--- src/rtl/counter_timer_ctrl_if.sv ---
// Host control/status and Counter pin bundle for counter_timer_ctrl.
// The master side is the host plus the Counter; the slave side is the sequencer.
interface counter_timer_ctrl_if #(
   parameter int WIDTH = 4
);
   logic             cfg_we;
   logic [WIDTH-1:0] cfg_divisor;
   logic             cfg_periodic;
   logic             start;
   logic             stop;
   logic             irq_ack;
   logic             cnt_reset_n;
   logic             cnt_load_n;
   logic             cnt_count;
   logic [WIDTH-1:0] cnt_d;
   logic             cnt_carry_n;
   logic             tick;
   logic             irq;
   logic             overrun;
   logic             busy;

   modport master (
      output cfg_we, cfg_divisor, cfg_periodic, start, stop, irq_ack, cnt_carry_n,
      input  cnt_reset_n, cnt_load_n, cnt_count, cnt_d, tick, irq, overrun, busy
   );

   modport slave (
      input  cfg_we, cfg_divisor, cfg_periodic, start, stop, irq_ack, cnt_carry_n,
      output cnt_reset_n, cnt_load_n, cnt_count, cnt_d, tick, irq, overrun, busy
   );
endinterface

--- src/rtl/counter_timer_ctrl.sv ---
// Sequencer that drives an external up-Counter as a prescaled periodic or one-shot
// interval timer, with an irq/ack handshake and a sticky overrun flag.
module counter_timer_ctrl #(
   parameter int WIDTH   = 4,
   parameter int PRE_DIV = 4
) (
   input  logic                 clk,
   input  logic                 reset_n,
   counter_timer_ctrl_if.slave  bus
);
   localparam int            PW       = (PRE_DIV > 1) ? $clog2(PRE_DIV) : 1;
   localparam logic [PW-1:0] PRE_LAST = PW'(PRE_DIV - 1);

   typedef enum logic [1:0] {CLEAR, IDLE, LOAD, RUN} state_t;

   state_t           state_q, state_d;
   logic [WIDTH-1:0] div_q, div_d;
   logic             periodic_q, periodic_d;
   logic [PW-1:0]    pre_q, pre_d;
   logic             irq_q, irq_d;
   logic             ovr_q, ovr_d;

   logic go;
   logic en;
   logic tick;

   assign go = bus.start & ~bus.stop;
   assign en = (state_q == RUN) && (pre_q == PRE_LAST);
   // Expiry loses to both stop and a restart request in the same cycle.
   assign tick = en & ~bus.cnt_carry_n & ~bus.stop & ~bus.start;

   always_comb begin
      state_d    = state_q;
      pre_d      = pre_q;
      div_d      = bus.cfg_we ? bus.cfg_divisor  : div_q;
      periodic_d = bus.cfg_we ? bus.cfg_periodic : periodic_q;
      unique case (state_q)
         CLEAR: state_d = go ? LOAD : IDLE;
         IDLE: begin
            if (go) state_d = LOAD;
         end
         LOAD: begin
            pre_d   = '0;
            state_d = bus.stop ? CLEAR : RUN;
         end
         RUN: begin
            pre_d = en ? '0 : pre_q + PW'(1);
            if (bus.stop)                   state_d = CLEAR;
            else if (bus.start)             state_d = LOAD;
            else if (tick && !periodic_q)   state_d = IDLE;
         end
         default: state_d = CLEAR;
      endcase
      irq_d = tick | (irq_q & ~bus.irq_ack);
      ovr_d = ~bus.irq_ack & (ovr_q | (tick & irq_q));
   end

   always_ff @(posedge clk or negedge reset_n) begin
      if (!reset_n) begin
         state_q    <= CLEAR;
         div_q      <= '0;
         periodic_q <= 1'b0;
         pre_q      <= '0;
         irq_q      <= 1'b0;
         ovr_q      <= 1'b0;
      end else begin
         state_q    <= state_d;
         div_q      <= div_d;
         periodic_q <= periodic_d;
         pre_q      <= pre_d;
         irq_q      <= irq_d;
         ovr_q      <= ovr_d;
      end
   end

   // Periodic expiry reloads over the count; one-shot expiry suppresses the count
   // so the Counter parks at all-ones.
   assign bus.cnt_reset_n = (state_q != CLEAR);
   assign bus.cnt_load_n  = ~((state_q == LOAD) | (tick & periodic_q));
   assign bus.cnt_count   = en & ~(tick & ~periodic_q);
   assign bus.cnt_d       = ~div_q + WIDTH'(1);
   assign bus.tick        = tick;
   assign bus.irq         = irq_q;
   assign bus.overrun     = ovr_q;
   assign bus.busy        = (state_q == LOAD) || (state_q == RUN);
endmodule
--- src/flat_wrapper.sv ---
// flat-port wrapper written by rule: the top's interface ports become plain ports
module counter_timer_ctrl_flat 
#(
   parameter int WIDTH   = 4,
   parameter int PRE_DIV = 4
)
  (clk, reset_n, bus_cfg_we, bus_cfg_divisor, bus_cfg_periodic, bus_start, bus_stop, bus_irq_ack, bus_cnt_carry_n, bus_cnt_reset_n, bus_cnt_load_n, bus_cnt_count, bus_cnt_d, bus_tick, bus_irq, bus_overrun, bus_busy);
  counter_timer_ctrl_if #(.WIDTH(WIDTH)) bus_i ();
  input  logic clk;
  input  logic reset_n;
  input wire logic [$bits(bus_i.cfg_we)-1:0] bus_cfg_we;
  input wire logic [$bits(bus_i.cfg_divisor)-1:0] bus_cfg_divisor;
  input wire logic [$bits(bus_i.cfg_periodic)-1:0] bus_cfg_periodic;
  input wire logic [$bits(bus_i.start)-1:0] bus_start;
  input wire logic [$bits(bus_i.stop)-1:0] bus_stop;
  input wire logic [$bits(bus_i.irq_ack)-1:0] bus_irq_ack;
  input wire logic [$bits(bus_i.cnt_carry_n)-1:0] bus_cnt_carry_n;
  output wire logic [$bits(bus_i.cnt_reset_n)-1:0] bus_cnt_reset_n;
  output wire logic [$bits(bus_i.cnt_load_n)-1:0] bus_cnt_load_n;
  output wire logic [$bits(bus_i.cnt_count)-1:0] bus_cnt_count;
  output wire logic [$bits(bus_i.cnt_d)-1:0] bus_cnt_d;
  output wire logic [$bits(bus_i.tick)-1:0] bus_tick;
  output wire logic [$bits(bus_i.irq)-1:0] bus_irq;
  output wire logic [$bits(bus_i.overrun)-1:0] bus_overrun;
  output wire logic [$bits(bus_i.busy)-1:0] bus_busy;
  assign bus_i.cfg_we = bus_cfg_we;
  assign bus_i.cfg_divisor = bus_cfg_divisor;
  assign bus_i.cfg_periodic = bus_cfg_periodic;
  assign bus_i.start = bus_start;
  assign bus_i.stop = bus_stop;
  assign bus_i.irq_ack = bus_irq_ack;
  assign bus_i.cnt_carry_n = bus_cnt_carry_n;
  assign bus_cnt_reset_n = bus_i.cnt_reset_n;
  assign bus_cnt_load_n = bus_i.cnt_load_n;
  assign bus_cnt_count = bus_i.cnt_count;
  assign bus_cnt_d = bus_i.cnt_d;
  assign bus_tick = bus_i.tick;
  assign bus_irq = bus_i.irq;
  assign bus_overrun = bus_i.overrun;
  assign bus_busy = bus_i.busy;
  counter_timer_ctrl #(.WIDTH(WIDTH), .PRE_DIV(PRE_DIV)) u_core (.clk(clk), .reset_n(reset_n), .bus(bus_i));
endmodule
--- config.mk ---
export PLATFORM = sky130hd
export DESIGN_NAME = counter_timer_ctrl_flat
export DESIGN_NICKNAME = d
export VERILOG_FILES = /design/src/rtl/counter_timer_ctrl_if.sv /design/src/rtl/counter_timer_ctrl.sv /design/src/flat_wrapper.sv
export SDC_FILE = /design/constraint.sdc
export NUM_CORES = 1
export LEC_CHECK = 0
export BUFFER_PORTS_ARGS = -buffer_cell sky130_fd_sc_hd__buf_4
export CORE_AREA = 2 2 39 41
export CTS_CLUSTER_SIZE = 30
export DETAILED_ROUTE_END_ITERATION = 7
export DIE_AREA = 0 0 41 43
export GPL_TIMING_DRIVEN = 0
export PLACE_DENSITY = 0.77
export SLEW_MARGIN = 0
export SYNTH_ARGS = -nofsm -noshare
export SYNTH_HDL_FRONTEND = slang
export SYNTH_SLANG_ARGS = --single-unit
--- constraint.sdc ---
create_clock -name clk -period 1.8 [get_ports clk]
set_input_delay 0.09 -clock clk [delete_from_list [all_inputs] [get_ports clk]]
set_output_delay 0.09 -clock clk [all_outputs]
set_load 0.1 [all_outputs]
### Yosys cells after proc, flatten, opt, wreduce, memory -nomap -nowiden

Cells that the tools add are included.

| word-level totals | value |
|---|---|
| register bits | 11 |
| latch bits | 0 |
| RAM bits | 0 |
| bits in read-only memories | 0 |
| bits of input ports | 12 |
| output and inout bits | 11 |
| word-level logic and storage cells | 52 |
| memories | 0 |

| operators by class | value |
|---|---|
| add/sub/neg operators | 2 |
| $mul | 0 |
| divide/modulo/power cells | 0 |
| magnitude comparators | 0 |
| equal/unequal tests | 6 |
| shift operators | 0 |
| multiplexer cells | 9 |
| bitwise gates (word level) | 21 |
| reduce and logical (&&, ||, !) cells | 8 |

Operators by type and width:

| kind | count |
|---|---|
| $mux 2 | 7 |
| $and 1x1->1 | 10 |
| $pmux 2 s4 | 1 |
| $not 1->1 | 7 |
| $eq 2x2->1 const B | 3 |
| $add 4x1->4 const B | 1 |
| $ne 4x4->1 const B | 1 |
| $not 4->4 | 1 |
| $pmux 2 s2 | 1 |
| $reduce_bool 2->1 | 2 |
| $or 1x1->1 | 3 |
| $add 2x1->2 const B | 1 |
| $eq 2x1->1 const B | 1 |
| $logic_and 1x1->1 | 2 |
| $logic_not 2->1 | 1 |
| $ne 2x1->1 const B | 1 |
| $reduce_and 2->1 | 1 |
| $logic_not 1->1 | 1 |
| $logic_or 1x1->1 | 1 |

### Logic depth before layout (Yosys ltp)

Gate-level depths: netlist of run 1.

| logic depth | value |
|---|---|
| depth in word-level cells | 10 |
| mapped depth | 3 |
| gate-level depth less buffers | 3 |

### Worst setup path before layout of run 1

OpenSTA, ideal clock, no wires.

| timing path | value |
|---|---|
| path type | reg-to-output |
| from | register u_core.div_q[0] |
| to | output port bus_cnt_d[2] |
| arrival | 2.165 ns |
| required time | 1.710 ns |
| setup slack | -0.455 ns |
| stages on the path, launching flop included | 4 |
| path buffers | 0 |
| cells stage by stage | dfrtp_1 inv_1 ha_1 xnor2_1 |

| between the ends | value |
|---|---|
| cells in the longest elaborated chain, start to end | 2 |

RTL lines:

| item | RTL line | text |
|---|---|---|
| from (decl) | counter_timer_ctrl.sv:17 | `logic [WIDTH-1:0] div_q, div_d;` |
| from (signal assigned) | counter_timer_ctrl.sv:68 | `div_q <= div_d;` |
| $not 4->4 | counter_timer_ctrl.sv:81 | `assign bus.cnt_d = ~div_q + WIDTH'(1);` |
| $add 4x1->4 | counter_timer_ctrl.sv:81 |  |
| to (decl) | flat_wrapper.sv:21 | `output wire logic [$bits(bus_i.cnt_d)-1:0] bus_cnt_d;` |

No other way between the ends.

### Final worst setup path of run 1

| timing path | value |
|---|---|
| from | input port bus_stop |
| to | output port bus_cnt_load_n |

| between the ends | value |
|---|---|
| cells in the longest elaborated chain, start to end | 6 |

RTL lines:

| item | RTL line | text |
|---|---|---|
| from (decl) | flat_wrapper.sv:15 | `input wire logic [$bits(bus_i.stop)-1:0] bus_stop;` |
| $not 1->1 | counter_timer_ctrl.sv:30 | `assign tick = en & ~bus.cnt_carry_n & ~bus.stop & ~bus.start;` |
| $and 1x1->1 (2 in a row) | counter_timer_ctrl.sv:30 |  |
| $and 1x1->1 | counter_timer_ctrl.sv:79 | `assign bus.cnt_load_n = ~((state_q == LOAD) \| (tick & periodic_q));` |
| $or 1x1->1 | counter_timer_ctrl.sv:79 |  |
| $not 1->1 | counter_timer_ctrl.sv:79 |  |
| to (decl) | flat_wrapper.sv:19 | `output wire logic [$bits(bus_i.cnt_load_n)-1:0] bus_cnt_load_n;` |

No other way between the ends.

==> results list, run 1 <==
* Startpoint type of the worst setup path: input pin
- Type of the setup path with the least slack: input pin to primary output
- Post-route worst hold slack: 0.02751 ns
- Counting every net in the synthesized netlist gives 65.
- Max Cap Violations: 0
- Leakage dissipation: 0.3799 nW
- Inserted Diodes: 0
- Setup violations remaining at the end of the flow were counted as 0.
- Total Routed Length: 1178 um
* Number of vias per cell after detailed routing: about 5
- Number of global-route vias before repair: 500
- Total power: 0.0007971 W
- Maximum clock insertion buffer count: 2
- Effective utilization at floorplan: 0.4051
* Area of the mapped netlist: 560.5 um^2
- Routed wire per std cell: roughly 13 um
- CTS placed an instance of clkbuf_4 at the clock tree root.
- Post-synthesis cell type with the largest combined area: dfrtp_1
- For this block, the initial DRC count from the detailed router was 10.
- After legalization and detailed placement, the total HPWL measured 885.3 um.
* Portion of total power attributed to combinational logic: 0.405
- Clock latency on the worst-skew pair, taken at its later pin, is 0.27 ns.
- The analysis attributes to net switching a power of ~0.00033 W.
- The number of different library cells used by synthesis comes to 24.
- Part of the power in registers: 0.384
- The area growth from synthesis to layout is 43.08%.
- Setup total negative slack on the finished layout was measured at 0 ns.
- Residual DRC: 0
- Static timing analysis puts the maximum clock frequency at roughly 580 MHz.
* Final hold violation count: 0
- Most instantiated flip-flop cell in the synthesis netlist: dfrtp_1
- Actual slew at the worst max-slew pin: 0.3077 ns
- Mean area per synthesized cell: 10.99 um^2
* Warnings, synthesis: 0
- Worst slack at placement: 0.4133 ns
* Finished Core Util: 0.5796
- CTS built an H-tree with a depth of 1.
* Number of enable flip-flop cells after synthesis: 0
- By area the synthesized netlist is led by dfrtp_1 49%, nand4bb_4 4.9%, ha_1 4.5%, mux2_2 4.0%, inv_1 3.3%.
- Count of mapped cells out of synthesis: 51
- Congestion Overflow GR: 0
- Port buffering added 21 buffers.
- Summing over every cut layer, the via total after detailed routing is 469.
- CTS tree: done
- Of the cells placed in the final design, the portion with a size suffix greater than 1 is 0.4359.
- Type of destination of the critical path: primary output
* Yosys reg bits: 11
- Headroom to the max-slew limit came out at 0.7933.
- Clock-pin slew was measured on the worst setup and hold paths at 0.06 ns.
- Outcome: completed
* I/O pin count: 23
- Number of routed nets with antenna violations: 0
- Data required, critical path: 1.71 ns
- Setup repair after global routing missed its margin: false
* Worst min-delay path class: input pin to flop
* Filler cell count: 122
- Part of the total power dissipated in the clock network: 0.211
- Buffers inserted during clock tree synthesis total 3.
* Antenna violations before repair: 0
- Largest voltage drop on the vdd net: approximately 0.51 mV
- Num Clock Sinks: 11
- Horizontal extent of the die: 41 um
- Share of async-settable or async-resettable flops after synthesis: 1.000
* Iteration count of the initial detailed-routing pass: 2
- The die covers 0.001763 mm^2.
- The number of gates resized after CTS was 0.
- Period utilization: 0.9505
* Num rows: 14
- The share of the Yosys chip area taken by registers is 0.4911.
- The core region is approximately 0.0014 mm^2.
- Of the post-synthesis cell area, the dominant cell type holds 0.4911.
* Min setup slack post-route: around 0.089 ns
- Entering global routing, the biggest net connects 12 pins.
* Tmin final: 1.711 ns
- The max-slew violation count was 0.
* Largest fanout on the critical path: 5
* Chip Height: around 43 um
- Internal power: 0.0004665 W
- At the worst endpoint, the arrival time is 1.62 ns.
- Clk_skew: 0.009373 ns
- Overall Global Routing Usage: 0.1636
- The final layout contains 93 nets.
- For this design the ratio of total power to cell area is 993.9 mW/mm^2.
- The first global-routing pass estimated 1980 um of wire.
* Final weighted congestion in routability-driven placement: 0.7336
- Switching part of the total power: 0.4148
[cell type report]
type                            instances  area (um^2)  area share
Inverter                                5        18.77     0.02340
Clock buffer                            4        26.28     0.03276
Timing Repair Buffer                   23        177.7      0.2215
Multi-Input combinational cell         32        269.0      0.3354
Tap cell                               16        20.02     0.02496
Buffer                                  3        15.01     0.01872
Sequential cell                        11        275.3      0.3432
[cell usage in the layout (no fill, tap or decap), types with 2 or more instances in the layout]
master,n
clkbuf_4,3
dfrtp_1,11
o21ai_0,3
nand2_1,3
xnor2_2,2
dlygate4sd3_1,2
a22o_1,2
mux2_2,2
nor2_1,2
inv_1,5
nand2b_1,3
clkbuf_1,3
ha_1,2
buf_4,22
[worst max-delay path: stages]
cell           delay, ns
dlygate4sd3_1       0.56
buf_4               0.16
nand4bb_4           0.26
o31a_2              0.32
buf_4               0.24
[registers in the layout, summed over array words and instances (netlist names)]
| register | flops |
|---|---|
| u_core.state_q | 2 |
| u_core.div_q | 4 |
| u_core.periodic_q | 1 |
| u_core.bus.irq | 1 |
| u_core.bus.overrun | 1 |
| u_core.pre_q | 2 |
[repair_timing]
action,CTS,global route
hold buffers,2,0
buffers inserted,0,0
endpoints found under the hold margin,12,0
[through the flow]
stage / std cells / cell area, um^2
5_1_grt: 94 / 802.0
3_5_place_dp: 88 / 755.7
2_1_floorplan: 51 / 578.1
6_report: 94 / 802.0
4_1_cts: 94 / 802.0
3_3_place_gp: 88 / 755.7
[metal layers]
| layer | track usage | part of all wire |
|---|---|---|
| met5 | 0 | 0 |
| met4 | 0.06000 | 0.010 |
| met3 | 0.03141 | 0.037 |
| met2 | 0.2813 | 0.53 |
| met1 | 0.1873 | 0.43 |
[cell usage after synthesis, drive strengths merged (2+ instances only)]
| cell type | count |
|---|---|
| a22o | 2 |
| clkbuf | 2 |
| dfrtp | 11 |
| ha | 2 |
| inv | 5 |
| mux2 | 2 |
| nand2 | 3 |
| nand2b | 3 |
| nor2 | 3 |
| o21ai | 3 |
| xnor2 | 2 |
[final timing paths]
kind                       slack [ns]                       endpoint                    startpoint  cells past startpoint
max reg2reg                      0.61   u_core.bus.overrun$_DFF_PN0_   u_core.pre_q[0]$_DFFE_PN0P_                      3
min in group asynchronous        0.20  u_core.state_q[0]$_DFFE_PN0P_                       reset_n                      2
min                              0.03   u_core.bus.overrun$_DFF_PN0_                   bus_irq_ack                      2
max in group asynchronous        1.45    u_core.div_q[2]$_DFFE_PN0P_                       reset_n                      2
min reg2reg                      0.50   u_core.bus.overrun$_DFF_PN0_  u_core.bus.overrun$_DFF_PN0_                      2
max                              0.09                 bus_cnt_load_n                      bus_stop                      5
[kinds of logic (layout without fill, tap and decap cells)]
family                     Yosys count  after routing  share of synthesized area
and+or+nand+nor                     15             15                     0.1853
AOI/OAI and AO/OA                   11             11                     0.1473
xor gates and xnor gates             2              2                    0.03126
muxes                                2              2                    0.04018
DFF                                 11             11                     0.4911
buffers and inverters                8             35                    0.06028
adders and majority gates            2              2                    0.04464
[power groups by stage]
stage	combinational, W	sequential (W)	clock [W]
floorplan	0.000253	0.000306	0
global placement	0.000316	0.000308	0
detailed placement	0.000322	0.000310	0
CTS	0.000325	0.000306	0.000170
global route	0.000341	0.000311	0.000179
finish	0.000323	0.000306	0.000168
No activity file was read; power rests on OpenSTA's default activity.
==> run 2, diff against run 1 <==
PLACE_DENSITY = 0.78   (was 0.77)
==> run 2 against run 1 <==
Final cell count unchanged. Global-route usage fell by 0.052 points. Worst hold slack lost 0.014 ns. Combinational power hardly changed. Core utilization rose by 0.18 points. Worst setup slack improved by 0.021 ns. First-iteration DRC count down 40%. Critical endpoint unchanged. Largest power group unchanged.
==> results list, run 2 (synthesis gave the netlist of run 1 again) <==
- The run finished with clean final reports.
* Fraction of final layout cells with drive strength greater than 1: 0.4487 (+0.01282)
- The area of the die is 0.001763 mm^2 (unchanged).
* Total Routed Length: 1198 um (+1.7%)
* Registers with the highest flip-flop counts: u_core.div_q (4), u_core.pre_q (2), u_core.state_q (2)
* Layout area overhead: 43.53%
- The largest clock skew in the final design was 0.006157 ns (-0.003216 ns).
- Reg2reg setup slack: 0.62 ns (about the same)
* Max Cap Violations: 0 (unchanged)
- The total CTS buffers is 3 (unchanged).
- Largest voltage drop on the vdd net: 0.4470 mV (-12%)
- Worst min-delay path class: input pin to flop
* Data arrival time of the critical path: 1.60 ns (-0.02 ns)
* Num Clock Sinks: 11 (unchanged)
- The depth of the worst register-to-register path came to 3 (unchanged).
* Leakage dissipation: 0.3777 nW (-0.58%)
* Type of the setup path with the least slack: flop to primary output
- The global-route wire length before repair came to 1890 um (-4.5%).
- The flip-flop count of the largest register after layout came to 4 (unchanged).
* Biggest register: u_core.div_q
- Relative slew slack: 0.7787 (-0.01457)
- Number of routed nets with antenna violations: 0 (unchanged)
- The worst setup path is launched from a flop.
- Area of the placeable core: 0.001384 mm^2 (unchanged)
* Antenna violations before repair: 0 (unchanged)
- The post-CTS clock slew at the launch and capture registers of the worst setup and hold paths is 0.07 ns (about the same).
- Buffers inserted during post-CTS setup optimization: 0 (unchanged)
* Number of vias per cell after detailed routing: 4.915 (-1.5%)
- Net count reported at finish: 93 (unchanged)
- The largest net degree at the start of global routing came to 12 (unchanged).
- The final period demand of the worst path came to 1.690 ns (-0.02069 ns).
- Worst setup path startpoint: u_core.pre_q[0]$_DFFE_PN0P_
- Setup repair after global routing left no endpoint under its margin.
- Inserted Diodes: 0 (unchanged)
- The worst register-to-register path begins at u_core.pre_q[0]$_DFFE_PN0P_.
- Total half-perimeter wirelength after legalization and detailed placement: 928.3 um (+4.9%)
- Most frequent cells in the layout: 22 x buf_4, 11 x dfrtp_1, 5 x inv_1
- Effective utilization at floorplan: 0.4051 (unchanged)
- Iteration count of the initial detailed-routing pass: 2 (unchanged)
- The setup violation total in the final timing report came to 0 (unchanged).
* Most common cell after layout, fill and taps aside: buf_4
- The overall die height is 43 um (unchanged).
* Type of destination of the critical path: primary output
* Data required, critical path: 1.71 ns (about the same)
- The residual DRC count was 0 (unchanged).
- The I/O pin count came to 23 (unchanged).
- The tree is rooted in a clkbuf_4.
* Worst slack at placement: 0.3910 ns (-0.02235 ns)
* Largest fanout on the critical path: 4 (-1)
- The placement row count was 14 (unchanged).
- The H-tree depth came to 1 (unchanged).
- Hold EP: u_core.bus.overrun$_DFF_PN0_
- First DRT Iteration DRCs: 6 (-4)
- The maximum clock path buffer count was 2 (unchanged).
* Startpoint of the worst hold path: bus_irq_ack
* Min setup slack post-route: 0.1099 ns (+0.02069 ns)
* Capture point of the worst reg-to-reg path: u_core.bus.overrun$_DFF_PN0_
- Clk Latency, worst-skew pair: 0.27 ns (about the same)
- The max-slew violation count was 0 (unchanged).
- Actual slew at the worst max-slew pin: 0.3294 ns (+0.02169 ns)
* Final weighted congestion in routability-driven placement: 0.6299 (-14%)
- The final-layout setup total negative slack is 0 ns (unchanged).
- The power per cell area came to 989.8 mW/mm^2 (-0.41%).
- Total via count after detailed routing: 462 (-1.5%)
- Fmax: 591.7 MHz (+1.2%)
- Number of global-route vias before repair: 493 (-1.4%)
* Depth of the worst hold-timing path: 2 (unchanged)
- IO Port Bufs: 21 (unchanged)
* CTS tree: done
* Horizontal extent of the die: 41 um (unchanged)
- The number of hold violations in the final report was 0 (unchanged).
- Congestion Overflow GR: 0 (unchanged)
- Period utilization: 0.9390 (-0.01149)
* Routed wire per std cell: 12.74 um (+1.7%)
- The total global routing track utilization was 0.1631 (-0.0005190).
## run 2: power breakdown
| part | internal [W] | total, W | switching [W] |
|---|---|---|---|
| logic | 0.000104 | 0.000325 | 0.000221 |
| clock network | 0.0000859 | 0.000167 | 0.0000810 |
| registers | 0.000278 | 0.000305 | 0.0000269 |
| total | 0.000468 | 0.000796 | 0.000329 |
## run 2: stage by stage
step                instances    util  area (um^2)  power (W)  hold WS [ns]
detailed placement         88  0.5461        755.7  0.0006301      -0.06684
global route               94  0.5814        804.5  0.0008375       0.01194
finish                     94  0.5814        804.5  0.0007963       0.01355
floorplan                  51       -        578.1  0.0005582       -0.2056
CTS                        94  0.5796        802.0  0.0008034       0.01055
global placement           88  0.5461        755.7  0.0006219      -0.07078
## run 2: area by class of cell
cell class                      instances  area (um^2)
Buffer                                  3        15.01
Clock buffer                            4        26.28
Fill cell                             115        579.3
Inverter                                5        18.77
Multi-Input combinational cell         32        271.5
Sequential cell                        11        275.3
Tap cell                               16        20.02
Timing Repair Buffer                   23        177.7
## run 2: worst max-delay path by stage
stage                           endpoint  slack (ns)
after floorplan             bus_cnt_d[2]        0.16
after global placement    bus_cnt_load_n        0.43
after detailed placement  bus_cnt_load_n        0.39
after CTS                 bus_cnt_load_n         0.1
after global routing      bus_cnt_load_n        0.03
final                     bus_cnt_load_n        0.11
## run 2: worst max-delay path: stages, from the launching register on
cell	delay, ns
dfrtp_1	0.38
ha_2	0.22
nand2b_1	0.14
o31a_2	0.36
buf_4	0.24
## run 2: timing repair
action / 4_1_cts / 5_1_grt
setup endpoints to repair: 0 / 1
gates resized for setup: 0 / 1
hold buffers: 2 / 0
hold endpoints to repair: 12 / 0
## run 2: layer usage
layer | track usage | part of all wire | vias up
li1 | - | - | 232
met2 | 0.2688 | 0.53 | 14
met3 | 0.01571 | 0.042 | 3
met5 | 0 | 0 | -
met4 | 0.1200 | 0.019 | 0
met1 | 0.1791 | 0.41 | 213
